==> src/rtl/mips_pkg.sv <==
// Shared definitions for the MIPS front end: fetch FSM encoding and PC constants.
package mips_pkg;

  localparam logic [31:0] DEFAULT_RESET_PC = 32'h0000_0000;
  localparam logic [31:0] DEFAULT_PC_INC   = 32'd4;
  localparam logic [31:0] NOP_INSTR        = 32'h0000_0000;

  typedef enum logic [1:0] {
    ST_FETCH = 2'd0,
    ST_WAIT  = 2'd1,
    ST_DROP  = 2'd2
  } fetch_state_e;

  function automatic logic [31:0] word_align(input logic [31:0] addr);
    return {addr[31:2], 2'b00};
  endfunction

endpackage

==> src/rtl/if_skid_buffer.sv <==
// One-entry {pc, instr} holding register that catches a response arriving while IF/ID is stalled.
module if_skid_buffer
  import mips_pkg::*;
(
  input  logic        clk,
  input  logic        rst_n,
  input  logic        load,
  input  logic        unload,
  input  logic        clear,
  input  logic [31:0] pc_in,
  input  logic [31:0] instr_in,
  output logic        valid,
  output logic [31:0] pc,
  output logic [31:0] instr
);

  always_ff @(posedge clk or negedge rst_n) begin
    if (!rst_n) begin
      valid <= 1'b0;
      pc    <= '0;
      instr <= NOP_INSTR;
    end else if (clear) begin
      valid <= 1'b0;
    end else if (load) begin
      valid <= 1'b1;
      pc    <= pc_in;
      instr <= instr_in;
    end else if (unload) begin
      valid <= 1'b0;
    end
  end

endmodule

==> src/rtl/if_fetch_unit.sv <==
// Instruction-fetch stage: owns the PC, issues imem reads and fills the IF/ID slot.
module if_fetch_unit
  import mips_pkg::*;
#(
  parameter logic [31:0] RESET_PC = DEFAULT_RESET_PC,
  parameter logic [31:0] PC_INC   = DEFAULT_PC_INC
) (
  input  logic        clk,
  input  logic        rst_n,
  input  logic        stall_i,
  input  logic        redirect_valid_i,
  input  logic [31:0] redirect_pc_i,
  output logic        imem_req_o,
  output logic [31:0] imem_addr_o,
  input  logic        imem_ready_i,
  input  logic [31:0] imem_rdata_i,
  output logic        if_valid_o,
  output logic [31:0] if_pc_o,
  output logic [31:0] if_instr_o,
  output logic [31:0] if_pc_plus4_o,
  output logic [1:0]  dbg_state_o
);

  fetch_state_e state_q, state_d;
  logic [31:0]  pc_q, addr_q;
  logic         issue, accept, flush, unload;
  logic         slot_load, skid_load;
  logic         skid_valid;
  logic [31:0]  skid_pc, skid_instr;

  // imem handshake: imem_req_o stays high with imem_addr_o stable until the
  // cycle imem_ready_i=1 completes it; a request is never withdrawn.
  assign imem_req_o  = (state_q != ST_FETCH);
  assign imem_addr_o = addr_q;
  assign dbg_state_o = state_q;

  always_ff @(posedge clk or negedge rst_n) begin
    if (!rst_n) state_q <= ST_FETCH;
    else        state_q <= state_d;
  end

  always_comb begin
    state_d = state_q;
    issue   = 1'b0;
    accept  = 1'b0;
    flush   = 1'b0;
    unload  = 1'b0;
    case (state_q)
      ST_FETCH: begin
        if (redirect_valid_i) begin
          flush = 1'b1;
        end else if (skid_valid) begin
          // Draining the skid takes this cycle; fetch resumes on the next one.
          unload = !stall_i;
        end else if (!stall_i || !if_valid_o) begin
          issue   = 1'b1;
          state_d = ST_WAIT;
        end
      end
      ST_WAIT: begin
        if (redirect_valid_i) begin
          flush   = 1'b1;
          state_d = imem_ready_i ? ST_FETCH : ST_DROP;
        end else if (imem_ready_i) begin
          accept = 1'b1;
          issue  = !stall_i;
          state_d = stall_i ? ST_FETCH : ST_WAIT;
        end
      end
      ST_DROP: begin
        flush = redirect_valid_i;
        if (imem_ready_i) state_d = ST_FETCH;
      end
      default: state_d = ST_FETCH;
    endcase
  end

  assign slot_load = accept && (!stall_i || !if_valid_o);
  assign skid_load = accept && stall_i && if_valid_o;

  always_ff @(posedge clk or negedge rst_n) begin
    if (!rst_n) begin
      pc_q   <= RESET_PC;
      addr_q <= RESET_PC;
    end else begin
      if (flush)       pc_q <= word_align(redirect_pc_i);
      else if (accept) pc_q <= addr_q + PC_INC;
      // Back-to-back issue happens before pc_q catches up, so use addr_q directly.
      if (issue) addr_q <= (state_q == ST_WAIT) ? addr_q + PC_INC : pc_q;
    end
  end

  always_ff @(posedge clk or negedge rst_n) begin
    if (!rst_n) begin
      if_valid_o    <= 1'b0;
      if_pc_o       <= '0;
      if_instr_o    <= NOP_INSTR;
      if_pc_plus4_o <= '0;
    end else if (flush) begin
      if_valid_o <= 1'b0;
    end else if (slot_load) begin
      if_valid_o    <= 1'b1;
      if_pc_o       <= addr_q;
      if_instr_o    <= imem_rdata_i;
      if_pc_plus4_o <= addr_q + PC_INC;
    end else if (unload) begin
      if_valid_o    <= 1'b1;
      if_pc_o       <= skid_pc;
      if_instr_o    <= skid_instr;
      if_pc_plus4_o <= skid_pc + PC_INC;
    end
  end

  if_skid_buffer u_skid (
    .clk      (clk),
    .rst_n    (rst_n),
    .load     (skid_load),
    .unload   (unload),
    .clear    (flush),
    .pc_in    (addr_q),
    .instr_in (imem_rdata_i),
    .valid    (skid_valid),
    .pc       (skid_pc),
    .instr    (skid_instr)
  );

endmodule

==> config.mk <==
export PLATFORM = sky130hd
export DESIGN_NAME = if_fetch_unit
export DESIGN_NICKNAME = d
export VERILOG_FILES = /design/src/rtl/mips_pkg.sv /design/src/rtl/if_skid_buffer.sv /design/src/rtl/if_fetch_unit.sv
export SDC_FILE = /design/constraint.sdc
export NUM_CORES = 1
export LEC_CHECK = 0
export CAP_MARGIN = 20
export CORE_UTILIZATION = 30
export CTS_BUF_LIST = sky130_fd_sc_hd__clkbuf_8
export DETAILED_ROUTE_END_ITERATION = 8
export HOLD_SLACK_MARGIN = 0.15
export SLEW_MARGIN = 20
export SYNTH_ARGS = -nofsm -noshare
export SYNTH_HDL_FRONTEND = slang
export SYNTH_HIERARCHICAL = 1
export SYNTH_SLANG_ARGS = --single-unit
export TNS_END_PERCENT = 10
==> constraint.sdc <==
create_clock -name clk -period 2 [get_ports clk]
set_clock_uncertainty 0.05 [all_clocks]
set_input_delay 0.6 -clock clk [delete_from_list [all_inputs] [get_ports clk]]
set_output_delay 0.6 -clock clk [all_outputs]
set_load 0.1 [all_outputs]
---- Word-level counts from Yosys, hierarchy flattened ----
Index checks and enable logic that the tools add are counted.
word-level totals
  input bits .............................. 69
  output and inout port bits .............. 132
  logic and storage cells ................. 74
  bits in registers ....................... 228
operators by class
  multiplexer cells ....................... 38
  equality and inequality tests ........... 7
  reductions and logical operators ........ 16
  $add $sub $neg .......................... 2
  bitwise logic cells ..................... 1
operators with widths
  cell                                           count
  2-to-1 mux 32 bit                              9
  adder 32 x 3 -> 32 bit, second input constant  2
  2-to-1 mux 1 bit                               19
  2-to-1 mux 2 bit                               7
  inequality test 2 bit, second input constant   4
  one-hot mux 2 bit (3 select lines)             1
  nonzero test 2 bit                             3
  nonzero test 3 bit                             2
  AND reduction 5 bit                            1
  one-hot mux 1 bit (2 select lines)             2
  AND reduction 2 bit                            2
  logical AND 1 bit                              3
  inequality test 3 bit, second input constant   1
  == test 2 x 1 -> 1 bit, second input constant  1
  == test 2 bit, second input constant           1
  logical NOT 1 bit                              2
  logical NOT 2 bit                              1
  OR reduction 2 bit                             1
  logical OR 1 bit                               1
  inverter 1 bit                                 1

---- Depth between registers and ports, before layout ----
  depth after elaboration ................. 7
  gate-level depth with buffers ........... 10
  mapped depth without buffers ............ 7

---- Modules after synthesis ----
The synthesis kept the hierarchy.
modules (own cells, without submodules)
  module          cells each  seq. area each (um^2)  area an instance (um^2)  times used
  if_fetch_unit   975         4028.9                 8348.0                   1
  if_skid_buffer  140         1626.6                 2741.4                   1

---- Worst setup path before layout ----
No wires, ideal clock.
  kind .................................... register to register
  start point ............................. register addr_q[2] (netlist: imem_addr_o[2])
  end point ............................... register addr_q[18] (netlist: imem_addr_o[18])
  setup time .............................. 0.128 ns
  cell stages (with the launch flop) ...... 9
  arrival time ............................ 2.587 ns
  required time ........................... 1.822 ns
  period minus slack after synthesis ...... 2.765 ns
  setup slack ............................. -0.765 ns
  cell sequence ........................... dfrtp_1 ha_1 nand2_1 or3_1 buf_2 nor2_4 nand3_1 o22ai_1 o2bb2a_1
between the ends
  cells in the longest elaborated chain, start to end .. 2
RTL lines
  what                      line                 RTL
  start: declaration        if_fetch_unit.sv:25  logic [31:0] pc_q, addr_q;
  start signal: assignment  if_fetch_unit.sv:89  if (issue) addr_q <= (state_q == ST_WAIT) ? addr_q + PC_INC : pc_q;
  adder 32 x 3 -> 32 bit    if_fetch_unit.sv:89
  2-to-1 mux 32 bit         if_fetch_unit.sv:89
Every way passes these cells.
A chain may end at the register's enable or synchronous reset.

---- Worst setup path in the final report ----
  start point ............................. register state_q[1] (netlist: dbg_state_o[1])
  end point ............................... output imem_req_o
between the ends
  cells in the longest elaborated chain, start to end .. 1
RTL lines
  what                      line                 RTL
  start: declaration        if_fetch_unit.sv:24  fetch_state_e state_q, state_d;
  start signal: assignment  if_fetch_unit.sv:39  else state_q <= state_d;
  nonzero test 2 bit        if_fetch_unit.sv:33  assign imem_req_o = (state_q != ST_FETCH);
  end: declaration          if_fetch_unit.sv:13  output logic imem_req_o,
Every way passes these cells.

==> flow_summary_export.csv <==
group,metric,value,unit
job,cap_violations,0,
logic_synthesis,synth_top_family_by_area,"simple AND/OR/NAND/NOR gates",
placed_design,hpwlAfterDp,25.7,mm
clocking,clockBufferDepth,3,
critical_path,crit_fanout,2,
logic_synthesis,synth_edf_count,0,
finish,stdcell_count,1935,
clocking,cts_buffers,42,
status,status,"finished, violations left",
grt,grt_max_degree,68,
route,via_count,9832,
logic_synthesis,synth-xor-area-share,0.0411,
pwr,p_leak,7.70,nW
hold_path,hold_path_class,"flop to flop",
logic_synthesis,ys_ff_latch,226,
timing,fin_crit_sh,1.09,
clocking,clk_pin_slew,60,ps
die,die_w,194,um
critical_path,cp-end-kind,"output port",
die,num_io_pins,201,
logic_synthesis,seq_area_frac_synth,0.510,
finish,synthToLayoutAreaGrowth,56.0,%
critical_path,cp.arrival,1530,ps
die,die_h,194,um
logic_synthesis,synth-warning-count,6,
critical_path,worstSetupStartpointType,"flop",
finish,drive_gt1_frac,0.346,
logic_synthesis,syn_inst,1115,
die,initial_core_util,0.304,
route,wl,36.8,mm
clocking,cts_tree,"yes",
clocking,clockRootBuffer,"clkbuf_8",
logic_synthesis,async_reset_ff_frac,1.00,
grt,grt_pass1_vias,9820,
logic_synthesis,synth_compound_area_frac,0.148,
timing,timing_hold_violations_final,0,
route,drt_first_iter_violations,694,
die,core_area,0.0365,mm2
die,rows,70,
pwr,p_total,28.0,mW
timing,setup_viol,5,
grt,antenna_found_initial,0,
grt,grtUsageTotal,0.191,
critical_path,crit_required,1350,ps
logic_synthesis,syn_nets,1186,
logic_synthesis,synth_area,0.0111,mm2
timing,setup_ws,-184,ps
timing,timing.slew.headroom,0.712,
placed_design,io_buffer_count,198,
route,drcViolationCount,0,
logic_synthesis,synth_fa_ha_area_frac,0.00226,
finish,antennaDiodeCount,0,
route,drtAntennaViolNets,0,
placed_design,post-place-cells,1842,
logic_synthesis,ys_types,60,
timing,drv_slew,0,
pwr,ir_worst_vdd,0.00108,V
critical_path,worstSetupPathType,"flop to output port",
timing,rsz0062_at_grt,"true",
logic_synthesis,synth_flop_cell,"dfrtp_1",
route,avgViaCountPerCell,5.08,
die,die-area,0.0377,mm2
clocking,clk_latency,540,ps
finish,final_net_count,1508,
status,violations,"setup timing",
placed_design,place_congestion,0.854,
timing,worstMarginPinSlew,432,ps
clocking,cts_max_level,2,
clocking,numClockSinks,226,
logic_synthesis,synth-simple-area-share,0.165,
logic_synthesis,syn_avg_cell_area,9.95,um2
route,post_drt_wl_per_cell,19.0,um
grt,overflow,0,
logic_synthesis,synthMuxAreaShare,0.0882,
pwr,powerDensity,1620,mW/mm2
route,drt-pass1-iter-count,7,
timing,period_minus_slack,2180,ps
timing,fmax,458,MHz
grt,grt_pass1_wl,56.5,mm
-- cells in the mapped netlist (all sizes together) (2+ instances only) --
| cell | number | area [um2] |
|---|---|---|
| nand4 | 8 | 65.1 |
| nor2 | 122 | 468 |
| mux2 | 66 | 968 |
| a21o | 3 | 22.5 |
| a22o | 2 | 17.5 |
| a221o | 2 | 20.0 |
| or3 | 2 | 12.5 |
| a22oi | 30 | 225 |
| nand2b | 3 | 18.8 |
| nor4 | 7 | 80.1 |
| nand3 | 35 | 180 |
| o22ai | 30 | 188 |
| nand2 | 185 | 694 |
| dfrtp | 226 | 5660 |
| and3 | 14 | 87.6 |
| nor2b | 4 | 32.5 |
| o211ai | 10 | 75.1 |
| nor3 | 14 | 75.1 |
| o21ai | 67 | 335 |
| a31oi | 69 | 432 |
| ha | 2 | 25.0 |
| and2 | 2 | 12.5 |
| buf | 38 | 308 |
| a2bb2oi | 7 | 61.3 |
| xor2 | 37 | 324 |
| xnor2 | 15 | 131 |
| clkbuf | 48 | 180 |
| and4 | 4 | 35.0 |
| or2 | 3 | 18.8 |
| inv | 7 | 26.3 |
| a21oi | 40 | 200 |
-- metrics by stage --
step           TNS [ps]  utilization  setup slack, ps  hold slack (ps)  cell area [um2]
2_1_floorplan    -28820            -             -256              254            11200
3_3_place_gp    -104680        0.438             -574              411            16000
3_5_place_dp    -108070        0.438             -587              414            16000
4_1_cts           -1270        0.464             -202              429            17000
5_1_grt           -2250        0.474             -221              451            17300
6_report           -335        0.474             -184              428            17300
-- layout make-up --
cell class | instances | area [um2]
fillers | 3313 | 19200
flip-flops and latches | 226 | 5720
multi-input cells | 798 | 5160
repair buffers | 362 | 4940
clock buffers | 57 | 785
well taps | 468 | 586
clock inverters | 17 | 77.6
inverters | 7 | 27.5
-- state kept, by name, indices dropped and copies added (netlist names) --
register and count:
if_instr_o 32, if_pc_o 32, imem_addr_o 32, pc_q 32, u_skid/instr 32, u_skid/pc 32, if_pc_plus4_o 30, dbg_state_o 2
if_valid_o 1, u_skid/valid 1
-- where the power goes --
| part | switching (mW) | total (mW) | leakage (nW) | internal, mW |
|---|---|---|---|---|
| registers | 1.41 | 7.31 | 2.75 | 5.90 |
| clock network | 1.98 | 4.52 | 0.484 | 2.53 |
| logic | 10.3 | 16.2 | 4.47 | 5.86 |
-- repair_timing --
action | in CTS | in global routing
gates resized for setup | 16 | 42
hold endpoints to repair | 36 | 0
setup buffers | 4 | 12
gates cloned | 0 | 3
setup endpoints to repair | 52 | 192
hold buffers | 1 | 0
pin swaps | 6 | 12
-- layer usage --
layer | vias to the layer above | wire length [um] | track usage
met4 | 0 | 1020 | 0.0714
met3 | 77 | 1980 | 0.0285
met5 | - | 0 | 0
li1 | 4575 | - | -
met1 | 4820 | 17100 | 0.274
met2 | 360 | 16700 | 0.289
-- path summary, 6_finish.rpt --
| path | start | slack (ps) | end | cells after the start |
|---|---|---|---|---|
| worst max-delay path | dbg_state_o[1]$_DFFE_PN0P_ | -180 | imem_req_o | 3 |
| worst min-delay path | pc_q[3]$_DFFE_PN0P_ | 430 | pc_q[3]$_DFFE_PN0P_ | 2 |
| worst max register to register | dbg_state_o[1]$_DFFE_PN0P_ | 10 | u_skid/instr[30]$_DFFE_PN0P_ | 8 |
| worst min register to register | pc_q[3]$_DFFE_PN0P_ | 430 | pc_q[3]$_DFFE_PN0P_ | 2 |
| max in group asynchronous | rst_n | 730 | u_skid/pc[25]$_DFFE_PN0P_ | 3 |
| min in group asynchronous | rst_n | 500 | if_instr_o[25]$_DFFE_PN0P_ | 2 |
-- logic make-up (layout without fill, tap and decap cells) --
kind of cell | Yosys count | after routing
buffers and inverters | 93 | 443
and+or+nand+nor | 408 | 410
muxes | 67 | 67
AOI/OAI and AO/OA | 267 | 267
adders and majority gates | 2 | 2
xor gates and xnor gates | 52 | 52
DFF | 226 | 226
-- worst max-delay path: stages, from the launching register on --
cell	delay, ps
dfrtp_4	470
buf_6	120
or2_4	230
buf_12	170
-- cell usage in the layout, fill, tap and decap left out, types with 10 or more instances in the layout --
cell / instances
o21ai_0: 51
buf_4: 122
xor2_1: 32
inv_1: 14
a22oi_1: 30
dfrtp_4: 10
nand2_1: 181
dfrtp_2: 20
a31oi_1: 69
and3_1: 10
clkbuf_8: 57
a21oi_1: 40
buf_12: 157
nand3_1: 30
o22ai_1: 30
nor2_1: 116
o211ai_1: 10
mux2_4: 60
o21ai_1: 16
clkdlybuf4s50_1: 65
buf_6: 14
dfrtp_1: 196
xnor2_1: 14
No activity file was read; power rests on OpenSTA's default activity.
